==> config.mk <==
export PLATFORM = sky130hd
export DESIGN_NAME = mem_access_unit
export DESIGN_NICKNAME = d
export VERILOG_FILES = /design/src/rtl/mem_access_unit.sv
export SDC_FILE = /design/constraint.sdc
export NUM_CORES = 1
export LEC_CHECK = 0
export BUFFER_PORTS_ARGS = -buffer_cell sky130_fd_sc_hd__buf_2
export CAP_MARGIN = 15
export CORE_AREA = 2 2 121 123
export DETAILED_ROUTE_END_ITERATION = 6
export DIE_AREA = 0 0 123 125
export PLACE_DENSITY = 0.76
export RECOVER_POWER = 25
export SLEW_MARGIN = 20
export SYNTH_ARGS = -nofsm -noshare
export SYNTH_HDL_FRONTEND = slang
export SYNTH_SLANG_ARGS = --single-unit
==> constraint.sdc <==
create_clock -name clk -period 9 [get_ports clk]
set_clock_uncertainty 0.1 [all_clocks]
set_input_delay 0 -clock clk [delete_from_list [all_inputs] [get_ports clk]]
set_output_delay 0 -clock clk [all_outputs]
set_load 0.01 [all_outputs]
==> src/rtl/mem_access_unit.sv <==
// Memory-stage access unit: issues data-memory requests, stalls the pipeline
// until the access completes or times out, and registers the MEM/WB stage.
module mem_access_unit #(
   parameter int unsigned TIMEOUT = 16
) (
   input  logic        clk,
   input  logic        rst,
   input  logic [1:0]  WB_in,
   input  logic [2:0]  MEM_in,
   input  logic [31:0] ALU_in,
   input  logic [31:0] WD_in,
   input  logic [4:0]  WN_in,
   input  logic        zero_in,
   input  logic        Jal_in,
   output logic        dm_req,
   output logic        dm_we,
   output logic [31:0] dm_addr,
   output logic [31:0] dm_wdata,
   input  logic        dm_ack,
   input  logic [31:0] dm_rdata,
   output logic        stall,
   output logic        PCSrc,
   output logic [1:0]  WB_out,
   output logic [31:0] RD_out,
   output logic [31:0] ALU_out,
   output logic [4:0]  WN_out,
   output logic        Jal_out,
   output logic        err
);

   localparam int unsigned CW       = (TIMEOUT > 1) ? $clog2(TIMEOUT) : 1;
   localparam logic [31:0] TMO_DATA = 32'hDEADBEEF;

   typedef enum logic {IDLE, BUSY} state_t;

   state_t        state, next_state;
   logic [CW-1:0] cnt;
   logic          memop, issue, done, tmo;

   assign memop = MEM_in[1] | MEM_in[0];
   assign PCSrc = MEM_in[2] & zero_in;

   // State register
   always_ff @(posedge clk or posedge rst) begin
      if (rst) state <= IDLE;
      else     state <= next_state;
   end

   // Next state, stall and completion decode; an ack beats a coincident timeout
   always_comb begin
      next_state = state;
      stall      = 1'b0;
      issue      = 1'b0;
      done       = 1'b0;
      tmo        = 1'b0;
      case (state)
         IDLE: begin
            if (memop) begin
               stall      = 1'b1;
               issue      = 1'b1;
               next_state = BUSY;
            end
         end
         BUSY: begin
            if (dm_ack) begin
               done       = 1'b1;
               next_state = IDLE;
            end else if (cnt == CW'(TIMEOUT - 1)) begin
               done       = 1'b1;
               tmo        = 1'b1;
               next_state = IDLE;
            end else begin
               stall = 1'b1;
            end
         end
         default: next_state = IDLE;
      endcase
   end

   // Request qualifiers, wait counter and sticky timeout flag
   always_ff @(posedge clk or posedge rst) begin
      if (rst) begin
         dm_req   <= 1'b0;
         dm_we    <= 1'b0;
         dm_addr  <= '0;
         dm_wdata <= '0;
         cnt      <= '0;
         err      <= 1'b0;
      end else begin
         if (issue) begin
            dm_req   <= 1'b1;
            dm_we    <= MEM_in[0];
            dm_addr  <= ALU_in;
            dm_wdata <= WD_in;
            cnt      <= '0;
         end else if (state == BUSY) begin
            if (done) dm_req <= 1'b0;
            else      cnt    <= cnt + CW'(1);
         end
         if (tmo) err <= 1'b1;
      end
   end

   // MEM/WB register; a stalled cycle retires a bubble
   always_ff @(posedge clk or posedge rst) begin
      if (rst) begin
         WB_out  <= '0;
         RD_out  <= '0;
         ALU_out <= '0;
         WN_out  <= '0;
         Jal_out <= 1'b0;
      end else if (stall) begin
         WB_out  <= '0;
         Jal_out <= 1'b0;
      end else begin
         WB_out  <= WB_in;
         ALU_out <= ALU_in;
         WN_out  <= WN_in;
         Jal_out <= Jal_in;
         if (!done)       RD_out <= '0;
         else if (tmo)    RD_out <= TMO_DATA;
         else if (dm_we)  RD_out <= '0;
         else             RD_out <= dm_rdata;
      end
   end

endmodule

==> results of run 1 <==
## routing by layer
metal / part of all wire (%) / track usage [%]
met5: 0 / 0
met4: 2.9 / 9.02
met3: 6.8 / 6.16
met2: 52 / 34.9
met1: 38 / 22.7
## layout by cell type (no fill, tap or decap), types with 3 or more instances in the layout
cell	instances
a22o_1	12
inv_1	5
clkbuf_16	17
clkbuf_8	3
dlygate4sd3_1	107
buf_4	4
mux2_4	36
buf_2	214
o21ai_0	4
and3_1	8
dfrtp_1	144
bufinv_16	4
clkinvlp_4	3
a221o_1	20
clkbuf_1	38
mux2_2	66
clkinv_2	3
## stage by stage
stage	setup slack [ps]	power, mW
floorplan	5030	1.40
global placement	6330	1.67
detailed placement	6240	1.70
CTS	6080	2.49
global route	5210	2.59
finish	5860	2.46
## flip-flops by register name, summed over array words and instances (netlist names), 2 cells and up
register and flops:
RD_out 32, cnt 4, WB_out 2, dm_wdata 32, WN_out 5, dm_addr 32, ALU_out 32
## report_power, final
group	switching [mW]	internal, mW
combinational	0.353	0.393
sequential	0.121	0.854
clock	0.261	0.484
total	0.734	1.73
## cells by family (layout without fill, tap and decap cells)
family	after synthesis	in the layout	synth area share, %
DFF	144	144	64.7
buffers and inverters	26	400	2.63
AOI/OAI and AO/OA	44	44	7.01
muxes	103	103	23.2
adders and majority gates	1	1	0.225
and+or+nand+nor	20	20	2.16
## worst max-delay path: cells and delay by family
kind	cells	cell delay (ps)
buffers and inverters	4	3330
## final cells by class
class,instances,area (um^2),area share (%)
multi-input cells,168,1830,21.2
inverters,6,23.8,0.275
flip-flops and latches,144,3600,41.7
clock inverters,10,158,1.83
clock buffers,22,474,5.49
well taps,184,230,2.67
repair buffers,362,2310,26.8
## worst paths after layout
check,startpoint,to,slack [ps]
max in group clk,cnt[0]$_DFFE_PP0P_,stall,6140
setup / recovery,rst,dm_addr[2]$_DFFE_PP0P_,5860
hold reg to reg,err$_DFFE_PP0N_,err$_DFFE_PP0N_,380
hold / removal,MEM_in[1],state$_DFF_PP0_,30
setup reg to reg,cnt[0]$_DFFE_PP0P_,ALU_out[27]$_DFFE_PP0N_,6270
min in group asynchronous,rst,dm_wdata[10]$_DFFE_PP0P_,950
==> impl_metrics.env, run 1 <==
export IMPL_synth_seq_cells=144
export IMPL_dp_hpwl_um=9230
export IMPL_fin_crit_ps=3140
export IMPL_hold_slack_ps=25.3
export IMPL_fp_dieH_um=125
export IMPL_worst_setup_path_start_kind="input port"
export IMPL_powerDensity_nw_per_um2=286
export IMPL_nets=811
export IMPL_antenna_found_initial=0
export IMPL_grt_pass1_vias=4807
export IMPL_worst_pin_slew_ps=3090
export IMPL_max_freq_mhz=318
export IMPL_postCtsSetupBuffers=0
export IMPL_fin_cells=896
export IMPL_drt_iter0_markers=216
export IMPL_grt_pass1_wl_um=24000
export IMPL_setup_viol=0
export IMPL_syn_num_nets=450
export IMPL_cts_tree="built"
export IMPL_setup_tns_ps=0
export IMPL_max_slew_margin_rel_pct=-107
export IMPL_synth_edf_count=0
export IMPL_io_pins=252
export IMPL_n_fill_cell=1066
export IMPL_clock_sinks=144
export IMPL_fp_coreArea_um2=14200
export IMPL_r2r_cells=5
export IMPL_final_area_um2=8630
export IMPL_final_util_pct=60.8
export IMPL_syn_avg_cell_area_um2=16.5
export IMPL_path_cells="dlygate4sd3_1, clkbuf_2, clkinvlp_2, buf_4"
export IMPL_grt_max_degree=74
export IMPL_finalHoldViolations=0
export IMPL_row_count=44
export IMPL_overflow=0
export IMPL_ctsHoldBuffers=107
export IMPL_wl_um=15300
export IMPL_cp_end_kind="async pin"
export IMPL_cts_buffers=17
export IMPL_routed_via_density=4.88
export IMPL_yosysWarnings=0
export IMPL_synth_area_top_cells="dfrtp_1, mux2_2, mux2_4"
export IMPL_antenna_left=0
export IMPL_drv_cap=1
export IMPL_period_share_pct=34.9
export IMPL_critPathRequiredTime_ps=9310
export IMPL_gp_congestion=0.739
export IMPL_ys_types=31
export IMPL_path_max_fanout=73
export IMPL_hold_depth=3
export IMPL_drc_errors=0
export IMPL_synth_common_cells="dfrtp_1, mux2_2, mux2_4"
export IMPL_insertion_delay_ps=410
export IMPL_drive_gt1_share_pct=50.1
export IMPL_violations="capacitance limit, slew limit"
export IMPL_grt_setup_unrepaired="false"
export IMPL_worst_path_max_delay_cell="clkinvlp_2"
export IMPL_grtUsageTotal_pct=20.2
export IMPL_syn2layout_area_growth_pct=55.1
export IMPL_start_util_pct=39.2
export IMPL_port_buffers=251
export IMPL_cts_resized=0
export IMPL_n_antenna_cell=0
export IMPL_place_area_um2=6980
export IMPL_synth_top_area_share_pct=64.7
export IMPL_irDropWorstVdd_uv=166
export IMPL_synthesis_area_um2=5570
export IMPL_yosysTopAreaCell="dfrtp_1"
export IMPL_yosysSeqAreaShare_pct=64.7
export IMPL_num_vias=4368
export IMPL_firstDrtPassIters=4
export IMPL_async_flop_share_pct=100
export IMPL_path_class="input port to async pin"
export IMPL_cts_root_buf="clkbuf_16"
export IMPL_htreeDepth=4
export IMPL_cts_buffer_depth=2
export IMPL_synth_cells=338
export IMPL_drv_slew=73
export IMPL_worstPathArrival_ps=3460
export IMPL_status="complete, but fails checks"
export IMPL_dp_cells=757
export IMPL_cellLeakagePower_nw=4.27
export IMPL_crit_path_max_incr_delay_ps=1730
export IMPL_synth_ff_type="dfrtp_1"
export IMPL_clk_pin_slew_ps=60
export IMPL_die_area_um2=15400
export IMPL_routedWlPerCell_um=17.0
export IMPL_synth_most_common_cell="dfrtp_1"
export IMPL_die_w_um=123
export IMPL_hold_class="input port to flop"
No activity file was read; power rests on OpenSTA's default activity.
==> run 2: changes to the inputs <==
Settings changed: ABC_AREA from default to 1, PLACE_DENSITY 0.76 to 0.79.
Clock period 9 ns to 2.53 ns, I/O delays scaled along.
==> run 2 against run 1 <==
  * Highest routed layer unchanged
  * The flow now finishes without violations
  * Count of clock-buffer cells in the layout increased by 1
  * Largest cell class unchanged
  * Cell count increased by 27%
  * Critical path depth increased by 2
  * Worst hold slack improved by 190 ps
  * Core utilization decreased by 0.48 points
  * Critical endpoint is now stall
  * Synthesized cell count increased by 75%
  * Critical path type is now flop to output pin
  * Worst setup slack got worse by 5500 ps
==> impl_metrics.env, run 2 <==
export IMPL_nets=1055
export IMPL_mostFrequentLayoutCell="nand2_1"
export IMPL_synth_seq_cells=144
export IMPL_htreeDepth=4
export IMPL_io_pins=252
export IMPL_final_area_um2=8560
export IMPL_synth_top_family_by_area="simple AND/OR/NAND/NOR gates"
export IMPL_drv_cap=0
export IMPL_gp_congestion=0.757
export IMPL_yosys_area_share_adder_pct=0.225
export IMPL_worst_pin_slew_ps=753
export IMPL_cts_resized=0
export IMPL_seq_area_um2=3600
export IMPL_antenna_found_initial=0
export IMPL_synth_cells=592
export IMPL_worstPathArrival_ps=2080
export IMPL_min_from="WD_in[12]"
export IMPL_syn_avg_cell_area_um2=9.39
export IMPL_die_w_um=123
export IMPL_clock_sinks=144
export IMPL_rr_startpoint="cnt[0]$_DFFE_PP0P_"
export IMPL_insertion_delay_ps=400
export IMPL_startpoint="cnt[0]$_DFFE_PP0P_"
export IMPL_fp_coreArea_um2=14200
export IMPL_syn_num_nets=704
export IMPL_synth_compound_area_share_pct=10.7
export IMPL_yosysTopAreaCell="dfrtp_1"
export IMPL_period_share_pct=86.2
export IMPL_synth_common_cells="nand2_1, dfrtp_1, o21ai_0"
export IMPL_wl_um=16700
export IMPL_cellLeakagePower_nw=4.37
export IMPL_overflow=0
export IMPL_cts_root_buf="clkbuf_16"
export IMPL_routedWlPerCell_um=14.6
export IMPL_synth_area_top_cells="dfrtp_1, nand2_1, o21ai_0"
export IMPL_powerDensity_nw_per_um2=1020
export IMPL_port_buffers=251
export IMPL_yosysWarnings=0
export IMPL_path_class="flop to output pin"
export IMPL_synth_top_area_share_pct=64.8
export IMPL_synth_most_common_cell="nand2_1"
export IMPL_status="complete, no violations"
export IMPL_synthesis_area_um2=5560
export IMPL_worst_setup_path_start_kind="flop"
export IMPL_grt_setup_unrepaired="false"
export IMPL_cp_end_kind="output pin"
export IMPL_n_fill_cell=1214
export IMPL_r2r_setup_slack_ps=540
export IMPL_antenna_left=0
export IMPL_grt_pass1_vias=5353
export IMPL_synth_ff_type="dfrtp_1"
export IMPL_multi_input_area_um2=1610
export IMPL_syn2layout_area_growth_pct=54.1
export IMPL_cts_buffers=17
export IMPL_drv_slew=0
export IMPL_drt_iter0_markers=300
export IMPL_start_util_pct=39.1
export IMPL_postCtsSetupBuffers=0
export IMPL_final_cell_mix="nand2_1, dfrtp_1, buf_2"
export IMPL_setup_viol=0
export IMPL_hold_class="input port to flop"
export IMPL_drive_gt1_share_pct=20.0
export IMPL_n_antenna_cell=0
export IMPL_fp_dieH_um=125
export IMPL_row_count=44
export IMPL_yosys_area_share_simple_pct=17.5
export IMPL_drc_errors=0
export IMPL_synth_xor_area_share_pct=0.158
export IMPL_path_max_fanout=87
export IMPL_max_slew_margin_rel_pct=49.8
export IMPL_async_flop_share_pct=100
export IMPL_clk_pin_slew_ps=60
export IMPL_synth_edf_count=0
export IMPL_firstDrtPassIters=4
export IMPL_grt_pass1_wl_um=25800
export IMPL_max_freq_mhz=458
export IMPL_irDropWorstVdd_uv=584
export IMPL_finalHoldViolations=0
export IMPL_die_area_um2=15400
export IMPL_synthMuxAreaShare_pct=0
export IMPL_setup_tns_ps=0
export IMPL_grtUsageTotal_pct=21.5
export IMPL_fin_crit_ps=2180
export IMPL_ys_types=20
export IMPL_dp_hpwl_um=9600
export IMPL_num_vias=5347
export IMPL_critPathRequiredTime_ps=2430
export IMPL_cts_tree="built"
export IMPL_place_area_um2=6940
export IMPL_yosysSeqAreaShare_pct=64.8
export IMPL_cts_buffer_depth=2
export IMPL_grt_max_degree=145
export IMPL_routed_via_density=4.69
## run 2: cell count changes in the layout (fill, tap and decap cells not counted), moves of 35 or more
cell | previous run | this run
o21ai_0 | 4 | 69
mux2_2 | 66 | 0
inv_1 | 5 | 40
mux2_4 | 36 | 0
buf_2 | 214 | 144
nand2_1 | 2 | 231
clkbuf_1 | 38 | 110
## run 2: through the flow
step	std cells	hold WS [ps]	worst slack [ps]	util (%)	power (mW)
detailed placement	1000	99.1	565	48.8	5.89
global placement	1000	92.1	606	48.8	5.81
CTS	1140	189	312	61.2	8.92
floorplan	592	-10.9	625	-	4.80
global route	1140	217	206	60.3	9.28
finish	1140	218	348	60.3	8.77
## run 2: path summary, 6_finish.rpt
| path | end | cells after the start |
|---|---|---|
| setup / recovery | stall | 6 |
| max in group asynchronous | ALU_out[6]$_DFFE_PP0N_ | 4 |
| hold / removal | dm_wdata[12]$_DFFE_PP0P_ | 4 |
| hold reg to reg | dm_wdata[17]$_DFFE_PP0P_ | 2 |
| min in group asynchronous | dm_addr[25]$_DFFE_PP0P_ | 4 |
| setup reg to reg | WN_out[3]$_DFFE_PP0N_ | 8 |
## run 2: worst max-delay path, stage by stage (launching register included)
cell     delay (ps)
dfrtp_1         420
ha_1            260
nand3_2         120
nand2_2          80
nand2_4         230
buf_12          320
buf_2           210
## run 2: cell families (layout without fill, tap and decap cells)
logic type      Yosys count  after routing
buf+inv                  78            442
flops                   144            144
xor+xnor                  1              1
fa+ha+maj                 1              1
simple gates            252            252
compound gates          116            116
## run 2: layout make-up
cell class,count,area share (%)
Inverter,46,2.06
Multi-Input combinational cell,370,18.8
Tap cell,184,2.69
Clock inverter,9,2.37
Clock buffer,23,5.58
Timing Repair Buffer,364,26.5
Sequential cell,144,42.1
## run 2: what timing repair did
item	in CTS	in global routing
hold endpoints to repair	287	0
endpoints found under the setup margin	0	0
hold buffers	108	0
## run 2: metal layers
| metal | GRT usage (%) | part of all wire (%) |
|---|---|---|
| met2 | 37.4 | 50 |
| met4 | 9.96 | 3.0 |
| met1 | 24.0 | 39 |
| met5 | 0 | 0 |
| met3 | 6.25 | 8.1 |
## run 2: power by group
group / leakage, nW / total [mW] / switching (mW) / internal, mW
Sequential: 1.79 / 3.49 / 0.448 / 3.05
Combinational: 2.24 / 2.41 / 1.54 / 0.872
Clock: 0.332 / 2.86 / 0.932 / 1.93
Total: 4.37 / 8.77 / 2.92 / 5.85
==> run 3: changes to the inputs <==
Settings changed: CORE_AREA 2 2 121 123 to 2 2 140 142, DIE_AREA 0 0 123 125 to 0 0 142 144, MAX_ROUTING_LAYER from default to met4, PLACE_DENSITY 0.79 to 0.63.
==> run 3 against run 2 <==
  * Worst setup slack better by 130 ps
  * Critical path depth stayed put
  * Via count is 4.7% lower
  * Count of clock-buffer cells in the layout is 4 lower
  * Sequential share of layout area is 0.16 points lower
  * Sequential cell count stayed put
  * Cell count is 4.7% higher
  * Register-to-register slack better by 250 ps
  * Wire length is 6.6% lower
  * Core utilization is 15 points lower
  * Total power is 2.3% lower
  * Maximum frequency is 6.4% higher
==> impl_metrics.env, run 3 (synthesis gave the netlist of run 2 again) <==
export IMPL_port_buffers=251
export IMPL_fin_crit_ps=2050
export IMPL_cts_buffers=17
export IMPL_die_area_um2=20400
export IMPL_p_seq_share_pct=40.5
export IMPL_cellLeakagePower_nw=4.35
export IMPL_drc_errors=0
export IMPL_wl_um=15600
export IMPL_fp_coreArea_um2=19100
export IMPL_firstDrtPassIters=6
export IMPL_p_clk_share_pct=31.5
export IMPL_worst_pin_slew_ps=780
export IMPL_dp_hpwl_um=9820
export IMPL_n_antenna_cell=0
export IMPL_irDropWorstVdd_uv=434
export IMPL_grt_setup_unrepaired="false"
export IMPL_cp_end_kind="output pin"
export IMPL_final_cell_mix="nand2_1, dfrtp_1, buf_2"
export IMPL_wl_met1_um=7150
export IMPL_grt_pass1_vias=5006
export IMPL_grt_max_degree=145
export IMPL_drv_cap=0
export IMPL_htreeDepth=4
export IMPL_fp_dieH_um=144
export IMPL_route_met3_wl_um=1050
export IMPL_num_vias=5094
export IMPL_n_fill_cell=1860
export IMPL_antenna_left=0
export IMPL_path_max_fanout=38
export IMPL_gp_congestion=0.744
export IMPL_row_count=51
export IMPL_drive_gt1_share_pct=20.4
export IMPL_drt_iter0_markers=230
export IMPL_cts_buffer_depth=2
export IMPL_clock_sinks=144
export IMPL_antenna_found_initial=0
export IMPL_syn2layout_area_growth_pct=54.7
export IMPL_insertion_delay_ps=400
export IMPL_path_class="flop to output pin"
export IMPL_hold_class="input port to flop"
export IMPL_grt_pass1_wl_um=24800
export IMPL_p_int_mw=5.64
export IMPL_p_sw_mw=2.93
export IMPL_cts_resized=0
export IMPL_worstPathArrival_ps=1950
export IMPL_finalHoldViolations=0
export IMPL_critPathRequiredTime_ps=2430
export IMPL_setup_viol=0
export IMPL_status="complete, no violations"
export IMPL_comb_power_share_pct=28.0
export IMPL_overflow=0
export IMPL_drv_slew=0
export IMPL_cts_root_buf="clkbuf_16"
export IMPL_hold_slack_ps=29.5
export IMPL_setup_tns_ps=0
export IMPL_clk_pin_slew_ps=60
export IMPL_top_layer_used="met4"
export IMPL_period_share_pct=81.0
export IMPL_routed_via_density=4.27
export IMPL_postCtsSetupBuffers=0
export IMPL_grtUsageTotal_pct=15.6
export IMPL_die_w_um=142
export IMPL_ctsHoldBuffers=107
export IMPL_routedWlPerCell_um=13.0
export IMPL_swShare_pct=34.2
export IMPL_nets=1055
export IMPL_worst_setup_path_start_kind="flop"
export IMPL_powerDensity_nw_per_um2=997
export IMPL_cts_tree="built"
export IMPL_dr_wl_met2_um=7210
export IMPL_mostFrequentLayoutCell="nand2_1"
export IMPL_io_pins=252
export IMPL_max_freq_mhz=488
export IMPL_max_slew_margin_rel_pct=48.0
export IMPL_start_util_pct=29.1
run 3: layout make-up:
type,instances,area (um^2),area share (%)
tap,238,298,3.46
multi-input combinational,370,1610,18.7
timing repair buffer,364,2280,26.5
inverter,46,176,2.05
sequential,144,3600,41.9
clock inverter,13,183,2.13
clock buffer,19,453,5.27
run 3: power groups by stage:
stage | Combinational [mW] | Clock (mW) | Sequential (mW)
finish | 2.40 | 2.70 | 3.47
detailed placement | 2.46 | 0 | 3.47
floorplan | 0.991 | 0 | 3.81
global placement | 2.40 | 0 | 3.48
global route | 2.73 | 2.87 | 3.56
CTS | 2.58 | 2.78 | 3.45
run 3: worst paths after layout:
path                       slack (ps)  cells after the start                       to              startpoint
min in group asynchronous         260                      4  dm_addr[25]$_DFFE_PP0P_                     rst
setup / recovery                  480                      6                    stall         state$_DFF_PP0_
setup reg to reg                  790                      7   RD_out[21]$_DFFE_PP0N_         state$_DFF_PP0_
hold / removal                     30                      3          state$_DFF_PP0_               MEM_in[1]
max in group asynchronous        1480                      4  dm_wdata[8]$_DFFE_PP0P_                     rst
hold reg to reg                   370                      2   RD_out[14]$_DFFE_PP0N_  RD_out[14]$_DFFE_PP0N_
run 3: metrics by stage:
stage	total power, mW	setup WS (ps)	utilization, %	instances	instance area, um^2
detailed placement	5.93	805	36.8	1055	7020
floorplan	4.80	625	-	592	5560
global route	9.15	298	45.1	1194	8600
CTS	8.81	453	45.8	1194	8730
global placement	5.88	855	36.8	1055	7020
finish	8.57	480	45.1	1194	8600
run 3: layer usage:
metal	vias to the layer above	GRT usage, %
met2	177	24.4
met4	0	4.42
met1	2340	19.6
li1	2565	-
met3	12	4.80
met5	-	-
run 3: critical path, cell delays in order (launching register included):
cell and delay, ps:
dfrtp_1 560, inv_2 110, nor2_1 130, nand2_2 90, nand2_4 240, buf_12 240
buf_2 160
